===== config.mk =====
export PLATFORM = sky130hd
export DESIGN_NAME = turn_controller_flat
export DESIGN_NICKNAME = d
export VERILOG_FILES = /design/src/rtl/game_ctrl_pkg.sv /design/src/rtl/turn_controller_if.sv /design/src/rtl/turn_timer.sv /design/src/rtl/turn_controller.sv /design/src/flat_wrapper.sv
export SDC_FILE = /design/constraint.sdc
export NUM_CORES = 1
export LEC_CHECK = 0
export CAP_MARGIN = 5
export CELL_PAD_IN_SITES_DETAIL_PLACEMENT = 1
export CELL_PAD_IN_SITES_GLOBAL_PLACEMENT = 1
export CORE_MARGIN = 10
export CORE_UTILIZATION = 36
export DETAILED_ROUTE_END_ITERATION = 6
export GPL_TIMING_DRIVEN = 0
export PLACE_DENSITY = 0.8
export SLEW_MARGIN = 20
export SYNTH_ARGS = -nofsm -noshare
export SYNTH_HDL_FRONTEND = slang
export SYNTH_SLANG_ARGS = --single-unit

===== constraint.sdc =====
create_clock -name clock -period 2.5 [get_ports clock]
set_clock_uncertainty 0.15 [all_clocks]
set_input_delay 0.375 -clock clock [delete_from_list [all_inputs] [get_ports clock]]
set_output_delay 0.375 -clock clock [all_outputs]
set_load 0.03 [all_outputs]

===== src/rtl/game_ctrl_pkg.sv =====
// Shared types and helpers for the board-game turn controller.
package game_ctrl_pkg;

  typedef enum logic [1:0] {
    StIdle  = 2'b00,
    StTurn  = 2'b01,
    StCheck = 2'b10,
    StDone  = 2'b11
  } state_e;

  // Index of the player after idx, wrapping at n.
  function automatic int unsigned next_player(int unsigned idx, int unsigned n);
    return (idx + 1 >= n) ? 0 : idx + 1;
  endfunction

endpackage


===== src/rtl/turn_controller_if.sv =====
// Move-entry / board-check signal bundle around the turn controller.
interface turn_controller_if #(
  parameter int unsigned NUM_PLAYERS = 2,
  parameter int unsigned MAX_TURNS   = 9
);
  localparam int unsigned PW = (NUM_PLAYERS > 2) ? $clog2(NUM_PLAYERS) : 1;
  localparam int unsigned TW = $clog2(MAX_TURNS + 1);

  logic                   start;
  logic                   abort;
  logic                   player_move;
  logic                   cpu_move;
  logic                   illegal_move;
  logic                   win;
  logic                   no_space;
  logic [NUM_PLAYERS-1:0] play_en;
  logic [PW-1:0]          active_player;
  logic [TW-1:0]          turn_count;
  logic                   game_done;
  logic                   winner_valid;
  logic [PW-1:0]          winner_id;
  logic                   timeout;
  logic                   forfeit;

  // Game-side blocks: move entry, AI and board logic.
  modport master (
    output start, abort, player_move, cpu_move, illegal_move, win, no_space,
    input  play_en, active_player, turn_count, game_done, winner_valid, winner_id,
           timeout, forfeit
  );

  // The turn controller itself.
  modport slave (
    input  start, abort, player_move, cpu_move, illegal_move, win, no_space,
    output play_en, active_player, turn_count, game_done, winner_valid, winner_id,
           timeout, forfeit
  );
endinterface


===== src/rtl/turn_timer.sv =====
// Per-turn down-counter: load arms a fresh turn, expire_o flags the last cycle.
module turn_timer #(
  parameter int unsigned Cycles = 4
) (
  input  logic clk_i,
  input  logic rst_ni,
  input  logic load_i,
  input  logic clear_i,
  input  logic en_i,
  output logic expire_o
);
  localparam int unsigned CW = (Cycles > 1) ? $clog2(Cycles) : 1;

  logic [CW-1:0] cnt_q, cnt_d;

  // Clear beats load beats count; the counter parks at zero once expired.
  always_comb begin
    cnt_d = cnt_q;
    if (clear_i) begin
      cnt_d = '0;
    end else if (load_i) begin
      cnt_d = CW'(Cycles - 1);
    end else if (en_i && (cnt_q != '0)) begin
      cnt_d = cnt_q - 1'b1;
    end
  end

  // Count register with synchronous active-low reset.
  always_ff @(posedge clk_i) begin
    if (!rst_ni) cnt_q <= '0;
    else         cnt_q <= cnt_d;
  end

  assign expire_o = (cnt_q == '0);
endmodule


===== src/rtl/turn_controller.sv =====
// Game-turn sequencer: grants moves, runs the check cycle, handles forfeit and abort.
module turn_controller
  import game_ctrl_pkg::*;
#(
  parameter int unsigned            NUM_PLAYERS    = 2,
  parameter logic [NUM_PLAYERS-1:0] CPU_MASK       = 2'b10,
  parameter int unsigned            TIMEOUT_CYCLES = 0,
  parameter int unsigned            MAX_ILLEGAL    = 3,
  parameter int unsigned            MAX_TURNS      = 9
) (
  input logic              clock,
  input logic              reset,
  turn_controller_if.slave bus
);
  localparam int unsigned PW = (NUM_PLAYERS > 2) ? $clog2(NUM_PLAYERS) : 1;
  localparam int unsigned TW = $clog2(MAX_TURNS + 1);
  localparam int unsigned IW = $clog2(MAX_ILLEGAL + 1);

  state_e                 state_q, state_d;
  logic [PW-1:0]          active_q, active_d;
  logic [NUM_PLAYERS-1:0] play_en_q, play_en_d;
  logic [TW-1:0]          turn_cnt_q, turn_cnt_d;
  logic [IW-1:0]          illegal_q, illegal_d;
  logic                   game_done_q, game_done_d;
  logic                   winner_valid_q, winner_valid_d;
  logic [PW-1:0]          winner_id_q, winner_id_d;
  logic                   timeout_q, timeout_d;
  logic                   forfeit_q, forfeit_d;

  logic          valid_strobe, expire, skip, begin_game;
  logic          tmr_load, tmr_clear, tmr_en;
  logic [PW-1:0] next_idx;

  function automatic logic [NUM_PLAYERS-1:0] grant_of(logic [PW-1:0] idx);
    logic [NUM_PLAYERS-1:0] g;
    g      = '0;
    g[idx] = 1'b1;
    return g;
  endfunction

  // Only the strobe kind matching the active player's driver counts.
  assign valid_strobe = CPU_MASK[active_q] ? bus.cpu_move : bus.player_move;
  assign next_idx     = PW'(next_player(32'(active_q), NUM_PLAYERS));

  if (TIMEOUT_CYCLES > 0) begin : g_timer
    turn_timer #(
      .Cycles(TIMEOUT_CYCLES)
    ) u_timer (
      .clk_i   (clock),
      .rst_ni  (reset),
      .load_i  (tmr_load),
      .clear_i (tmr_clear),
      .en_i    (tmr_en),
      .expire_o(expire)
    );
  end else begin : g_no_timer
    logic unused_tmr;
    assign unused_tmr = ^{tmr_load, tmr_clear, tmr_en};
    assign expire     = 1'b0;
  end

  // Next state and registered outputs; abort overrides everything but reset.
  always_comb begin
    state_d        = state_q;
    active_d       = active_q;
    play_en_d      = play_en_q;
    turn_cnt_d     = turn_cnt_q;
    illegal_d      = illegal_q;
    game_done_d    = game_done_q;
    winner_valid_d = winner_valid_q;
    winner_id_d    = winner_id_q;
    timeout_d      = 1'b0;
    forfeit_d      = 1'b0;
    skip           = 1'b0;
    begin_game     = 1'b0;

    case (state_q)
      StIdle: begin
        play_en_d = '0;
        if (bus.start) begin_game = 1'b1;
      end
      StTurn: begin
        if (valid_strobe && !bus.illegal_move) begin
          state_d   = StCheck;
          play_en_d = '0;
          illegal_d = '0;
        end else if (valid_strobe) begin
          if (illegal_q == IW'(MAX_ILLEGAL - 1)) begin
            skip      = 1'b1;
            forfeit_d = 1'b1;
          end else begin
            illegal_d = illegal_q + 1'b1;
          end
        end else if (expire) begin
          skip      = 1'b1;
          timeout_d = 1'b1;
          forfeit_d = 1'b1;
        end
      end
      StCheck: begin
        if (turn_cnt_q != '1) turn_cnt_d = turn_cnt_q + 1'b1;
        if (bus.win) begin
          state_d        = StDone;
          game_done_d    = 1'b1;
          winner_valid_d = 1'b1;
          winner_id_d    = active_q;
        end else if (bus.no_space) begin
          state_d        = StDone;
          game_done_d    = 1'b1;
          winner_valid_d = 1'b0;
        end else begin
          state_d   = StTurn;
          active_d  = next_idx;
          play_en_d = grant_of(next_idx);
        end
      end
      StDone: begin
        play_en_d   = '0;
        game_done_d = 1'b1;
        if (bus.start) begin_game = 1'b1;
      end
      default: begin
        state_d   = StIdle;
        play_en_d = '0;
      end
    endcase

    if (skip) begin
      active_d  = next_idx;
      play_en_d = grant_of(next_idx);
      illegal_d = '0;
    end

    if (begin_game) begin
      state_d        = StTurn;
      active_d       = '0;
      play_en_d      = grant_of('0);
      turn_cnt_d     = '0;
      illegal_d      = '0;
      game_done_d    = 1'b0;
      winner_valid_d = 1'b0;
      winner_id_d    = '0;
    end

    if (bus.abort) begin
      state_d        = StIdle;
      play_en_d      = '0;
      turn_cnt_d     = '0;
      illegal_d      = '0;
      game_done_d    = 1'b0;
      winner_valid_d = 1'b0;
      winner_id_d    = '0;
      timeout_d      = 1'b0;
      forfeit_d      = 1'b0;
    end

    // Timer re-arms on every fresh grant and only counts strobe-free TURN cycles.
    tmr_clear = (state_d != StTurn);
    tmr_load  = (state_q != StTurn) || skip;
    tmr_en    = (state_q == StTurn) && !valid_strobe;
  end

  // State and output registers with synchronous active-low reset.
  always_ff @(posedge clock) begin
    if (!reset) begin
      state_q        <= StIdle;
      active_q       <= '0;
      play_en_q      <= '0;
      turn_cnt_q     <= '0;
      illegal_q      <= '0;
      game_done_q    <= 1'b0;
      winner_valid_q <= 1'b0;
      winner_id_q    <= '0;
      timeout_q      <= 1'b0;
      forfeit_q      <= 1'b0;
    end else begin
      state_q        <= state_d;
      active_q       <= active_d;
      play_en_q      <= play_en_d;
      turn_cnt_q     <= turn_cnt_d;
      illegal_q      <= illegal_d;
      game_done_q    <= game_done_d;
      winner_valid_q <= winner_valid_d;
      winner_id_q    <= winner_id_d;
      timeout_q      <= timeout_d;
      forfeit_q      <= forfeit_d;
    end
  end

  assign bus.play_en       = play_en_q;
  assign bus.active_player = active_q;
  assign bus.turn_count    = turn_cnt_q;
  assign bus.game_done     = game_done_q;
  assign bus.winner_valid  = winner_valid_q;
  assign bus.winner_id     = winner_id_q;
  assign bus.timeout       = timeout_q;
  assign bus.forfeit       = forfeit_q;
endmodule


===== src/flat_wrapper.sv =====
// flat-port wrapper written by rule: the top's interface ports become plain ports
module turn_controller_flat import game_ctrl_pkg::*;
#(
  parameter int unsigned            NUM_PLAYERS    = 2,
  parameter logic [NUM_PLAYERS-1:0] CPU_MASK       = 2'b10,
  parameter int unsigned            TIMEOUT_CYCLES = 0,
  parameter int unsigned            MAX_ILLEGAL    = 3,
  parameter int unsigned            MAX_TURNS      = 9
)
  (clock, reset, bus_start, bus_abort, bus_player_move, bus_cpu_move, bus_illegal_move, bus_win, bus_no_space, bus_play_en, bus_active_player, bus_turn_count, bus_game_done, bus_winner_valid, bus_winner_id, bus_timeout, bus_forfeit);
  turn_controller_if #(.NUM_PLAYERS(NUM_PLAYERS), .MAX_TURNS(MAX_TURNS)) bus_i ();
  input logic clock;
  input logic reset;
  input wire logic [$bits(bus_i.start)-1:0] bus_start;
  input wire logic [$bits(bus_i.abort)-1:0] bus_abort;
  input wire logic [$bits(bus_i.player_move)-1:0] bus_player_move;
  input wire logic [$bits(bus_i.cpu_move)-1:0] bus_cpu_move;
  input wire logic [$bits(bus_i.illegal_move)-1:0] bus_illegal_move;
  input wire logic [$bits(bus_i.win)-1:0] bus_win;
  input wire logic [$bits(bus_i.no_space)-1:0] bus_no_space;
  output wire logic [$bits(bus_i.play_en)-1:0] bus_play_en;
  output wire logic [$bits(bus_i.active_player)-1:0] bus_active_player;
  output wire logic [$bits(bus_i.turn_count)-1:0] bus_turn_count;
  output wire logic [$bits(bus_i.game_done)-1:0] bus_game_done;
  output wire logic [$bits(bus_i.winner_valid)-1:0] bus_winner_valid;
  output wire logic [$bits(bus_i.winner_id)-1:0] bus_winner_id;
  output wire logic [$bits(bus_i.timeout)-1:0] bus_timeout;
  output wire logic [$bits(bus_i.forfeit)-1:0] bus_forfeit;
  assign bus_i.start = bus_start;
  assign bus_i.abort = bus_abort;
  assign bus_i.player_move = bus_player_move;
  assign bus_i.cpu_move = bus_cpu_move;
  assign bus_i.illegal_move = bus_illegal_move;
  assign bus_i.win = bus_win;
  assign bus_i.no_space = bus_no_space;
  assign bus_play_en = bus_i.play_en;
  assign bus_active_player = bus_i.active_player;
  assign bus_turn_count = bus_i.turn_count;
  assign bus_game_done = bus_i.game_done;
  assign bus_winner_valid = bus_i.winner_valid;
  assign bus_winner_id = bus_i.winner_id;
  assign bus_timeout = bus_i.timeout;
  assign bus_forfeit = bus_i.forfeit;
  turn_controller #(.NUM_PLAYERS(NUM_PLAYERS), .CPU_MASK(CPU_MASK), .TIMEOUT_CYCLES(TIMEOUT_CYCLES), .MAX_ILLEGAL(MAX_ILLEGAL), .MAX_TURNS(MAX_TURNS)) u_core (.clock(clock), .reset(reset), .bus(bus_i));
endmodule

==> results list <==
- Switching share of total power: approximately a quarter
- Among all flip-flop cells after synthesis, the most frequent one is dfxtp_1.
* Number of post-CTS setup repair buffers: 0
- Antenna violations before repair: 0
- Among all cell types in the netlist, the one instantiated most often is dfxtp_1.
- Clock tree root driver cell: clkbuf_4
- Routed wirelength normalized by instance count: 14.8 um
- Flip-flop and latch area: about 300 um^2
- DP Cell Count: 135
- For this run, the slowest stage of the critical path takes 0.71 ns.
- Total die area: 4360 um^2
* Status: finished, final reports clean
- Dividing the final minimum period by the clock period gives 78.5%.
- Flip-flop and latch count after synthesis: 15
* Final TNS setup: 0 ns
* Number of port buffers: 19
- Core Box Area: 1980 um^2
* Detailed Route Iter0 Violations: 24
- Setup violations remaining at the end of the flow were counted as 0.
- Cell breakdown of the critical path: clkdlybuf4s50_1
- The die is 66.0 um tall.
* Post-cts resize count: 0
- The number of hold buffers added after CTS was 0.
- Setup crit start kind: flop
- GRT Total Usage: 9.92%
- Sinks on the clock net: 15
- In this run the power spent charging and discharging nets is around 120 uW.
- Dividing the synthesized area by the synthesized cell count gives around 8.6 um^2.
- Of the total power, combinational logic draws 12.5%.
- The cell area that synthesis handed to floorplanning was 763 um^2.
* Pre-CTS worst setup slack: 0.476 ns
* Critical path capture point type: output pin
- Synth area leader: dfxtp_1
- Portion of total power attributed to the clock network: 32.9%
- In this run the count of I/O pins placed on the die edge is 21.
- Area grow syn2layout: 32.8%
* Detailed Place HPWL: 1640 um
- Post-DRT Antenna Nets: 0
* F_max: roughly 510 MHz
- At the worst endpoint, the arrival time is approximately 1.4 ns.
* Number of synthesized flops with an enable pin: 0
- CP Max Fanout: 5
- Cell with the largest stage delay on the worst path: clkdlybuf4s50_1
- The worst setup path is of the flop to output pin kind.
* Rows: 16
* Internal Pwr Total: 329 uW
* Insertion delay to the later sink of the worst-skew pair: 0.29 ns
- The initial utilization of the core area, before any placement, comes to between 30 and 40%.
- Pin count of the biggest net entering global routing: 11
* Number of global-route vias before repair: between 700 and 800
* Terminating pin of the worst hold path: u_core.bus.game_done
- Required time of the critical path: 1.98 ns
- In the synthesized netlist, the cells that appear most often are dfxtp_1 (15), nand2_1 (9), a21oi_1 (6), nand3_1 (6), nor2_1 (6).
- The worst path meets setup with about 0.54 ns of slack.
* Smallest hold slack: slightly above 0.3 ns
- Counting every net in the synthesized netlist gives 103.
* Routability congestion estimate from global placement: 0.830
- Vias post-DR: 697
- The path class of the tightest hold or removal check is flop to flop.
- Cell count after synthesis: 89
- The Yosys step of the flow raised 0 warnings.
* Clock Tree Buf Depth: 2
- Number of H-tree levels: 1
- Startpoint of the lowest-slack hold path: u_core.bus.game_done
* Multi-input gate area in the final layout: 429 um^2
* Reg2reg setup slack: 0.72 ns
- After clock tree synthesis, the clock-pin slew on the worst setup and hold paths is 0.10 ns.
- Wire length of the first global-routing pass: 3430 um
* Largest voltage drop on the vdd net: 217 uV
- Cell Pwr Density: roughly 440 nW/um^2
* Sum of buffers and inverters on the critical path: 1
* Wirelength, routed: 2060 um
- Detail-routed via count per cell: 5.01
- Synth unique cells: 31
- Portion of the post-synthesis area used by sequential elements: between 30% and 40%
* Number of cells on the worst hold path: 2
- Biggest area contributors in the synthesized netlist: dfxtp_1 (39%), ha_1 (8.2%), nand2_1 (4.4%), a21oi_1 (3.9%), nand3_1 (3.9%)
* Worst R2R Path Depth: 6
- Number of antenna cells inserted: 0
- Before antenna repair, the detailed router went through 4 iterations.
- Of all flip-flops after synthesis, the portion carrying an async set or reset was 0%.
- Capture instance of the worst register-to-register path: u_core.bus.active_player
* Reported leakage power: 0.354 nW
- The top cell type by area accounts for 39.3% of the synthesized area.
- Fin crit period: between 1.5 and 2 ns
- Setup repair after global routing missed its margin: false
- The final layout contains 127 nets.
* Number of max-cap violations: 0
* Share of final-layout standard cells stronger than drive strength 1: under 10%
- The layout has 240 filler cells.
* DR DRC count: 0
* GR Overflow Total: 0
- The count of cells in the finished layout, fillers not included, comes to 139.
- Pins over their slew limit: 0
- Clock tree from TritonCTS: built
* Sequential Power Share: 54.6%
- The worst register-to-register path begins at u_core.state_q[0].
- The number of clock buffers added by TritonCTS is 3.
* CP delay by family, top: buffers and inverters
- X dimension of the die: 66.0 um
* Final hold violations: 0
[placed cells by master (no fill, tap or decap), types with 2 or more instances in the layout]
master | netlist | routed
nand2b_1 | 3 | 3
a21oi_1 | 6 | 6
o21ai_0 | 3 | 3
nor2_1 | 6 | 6
clkbuf_1 | 2 | 3
nand3_1 | 6 | 6
clkdlybuf4s50_1 | 0 | 19
or3_1 | 2 | 2
and3_1 | 2 | 2
xor2_1 | 3 | 3
ha_1 | 5 | 5
inv_1 | 5 | 5
o21a_1 | 2 | 2
o211ai_1 | 4 | 4
dfxtp_1 | 15 | 15
clkbuf_4 | 0 | 3
nand2_1 | 9 | 9
[worst register-to-register path, delay by kind of cell, from the launching register on]
family	cells	cell delay (ns)
DFF	1	0.35
and+or+nand+nor	2	0.69
adders and majority gates	1	0.20
xor gates and xnor gates	1	0.09
buffers and inverters	1	0.09
AOI/OAI and AO/OA	1	0.12
[registers in the layout (all words and copies together) (netlist names)]
name                      count
u_core.bus.play_en            2
u_core.bus.winner_id          1
u_core.bus.turn_count         4
u_core.bus.active_player      1
u_core.bus.winner_valid       1
u_core.state_q                2
u_core.illegal_q              2
u_core.bus.game_done          1
u_core.bus.forfeit            1
[per-stage QoR]
stage	util [%]	total power, mW	cell area (um^2)
after floorplan	-	0.280	763
after global placement	49.8	0.303	987
after detailed placement	49.8	0.305	987
after CTS	51.1	0.449	1010
after global routing	51.1	0.465	1010
final	51.1	0.446	1010
[power by group through the flow]
stage	Combinational, mW	Clock (mW)	Sequential, mW
floorplan	0.0289	0	0.251
global placement	0.0537	0	0.249
detailed placement	0.0555	0	0.249
CTS	0.0562	0.149	0.244
global route	0.0618	0.159	0.244
finish	0.0558	0.147	0.244
[worst max path at each step]
stage / slack (ns) / endpoint / depth (start not counted) / from
2_1_floorplan: 0.83 / u_core.bus.active_player / 4 / u_core.bus.active_player
3_3_place_gp: 0.50 / u_core.bus.active_player / 5 / bus_win
3_5_place_dp: 0.48 / u_core.bus.active_player / 5 / bus_win
4_1_cts: 0.52 / bus_active_player / 1 / u_core.bus.active_player
5_1_grt: 0.48 / bus_active_player / 1 / u_core.bus.active_player
6_report: 0.54 / bus_active_player / 1 / u_core.bus.active_player
[metal layers]
layer  global-route usage, %  vias up  wire length (um)
met2                    16.2       13              1010
li1                        -      353                 -
met4                    2.36        0                16
met3                    3.56        2                98
met1                    12.1      329               940
met5                       0        -                 0
[cell families after synthesis]
family | count (synthesis) | share of synthesized area (%)
AOI/OAI and AO/OA | 22 | 18.4
xor gates and xnor gates | 4 | 4.59
adders and majority gates | 5 | 8.20
buffers and inverters | 8 | 4.43
DFF | 15 | 39.3
muxes | 2 | 3.11
other | 1 | 0.491
and+or+nand+nor | 32 | 21.5
[cell type report]
cell class                      instances  share of cell area [%]
Sequential cell                        15                    29.6
Timing Repair Buffer                   19                    18.8
Multi-Input combinational cell         66                    42.3
Buffer                                  3                    1.48
Clock buffer                            4                    2.59
Tap cell                               27                    3.33
Inverter                                5                    1.85
Power figures use the tool's default switching activity.
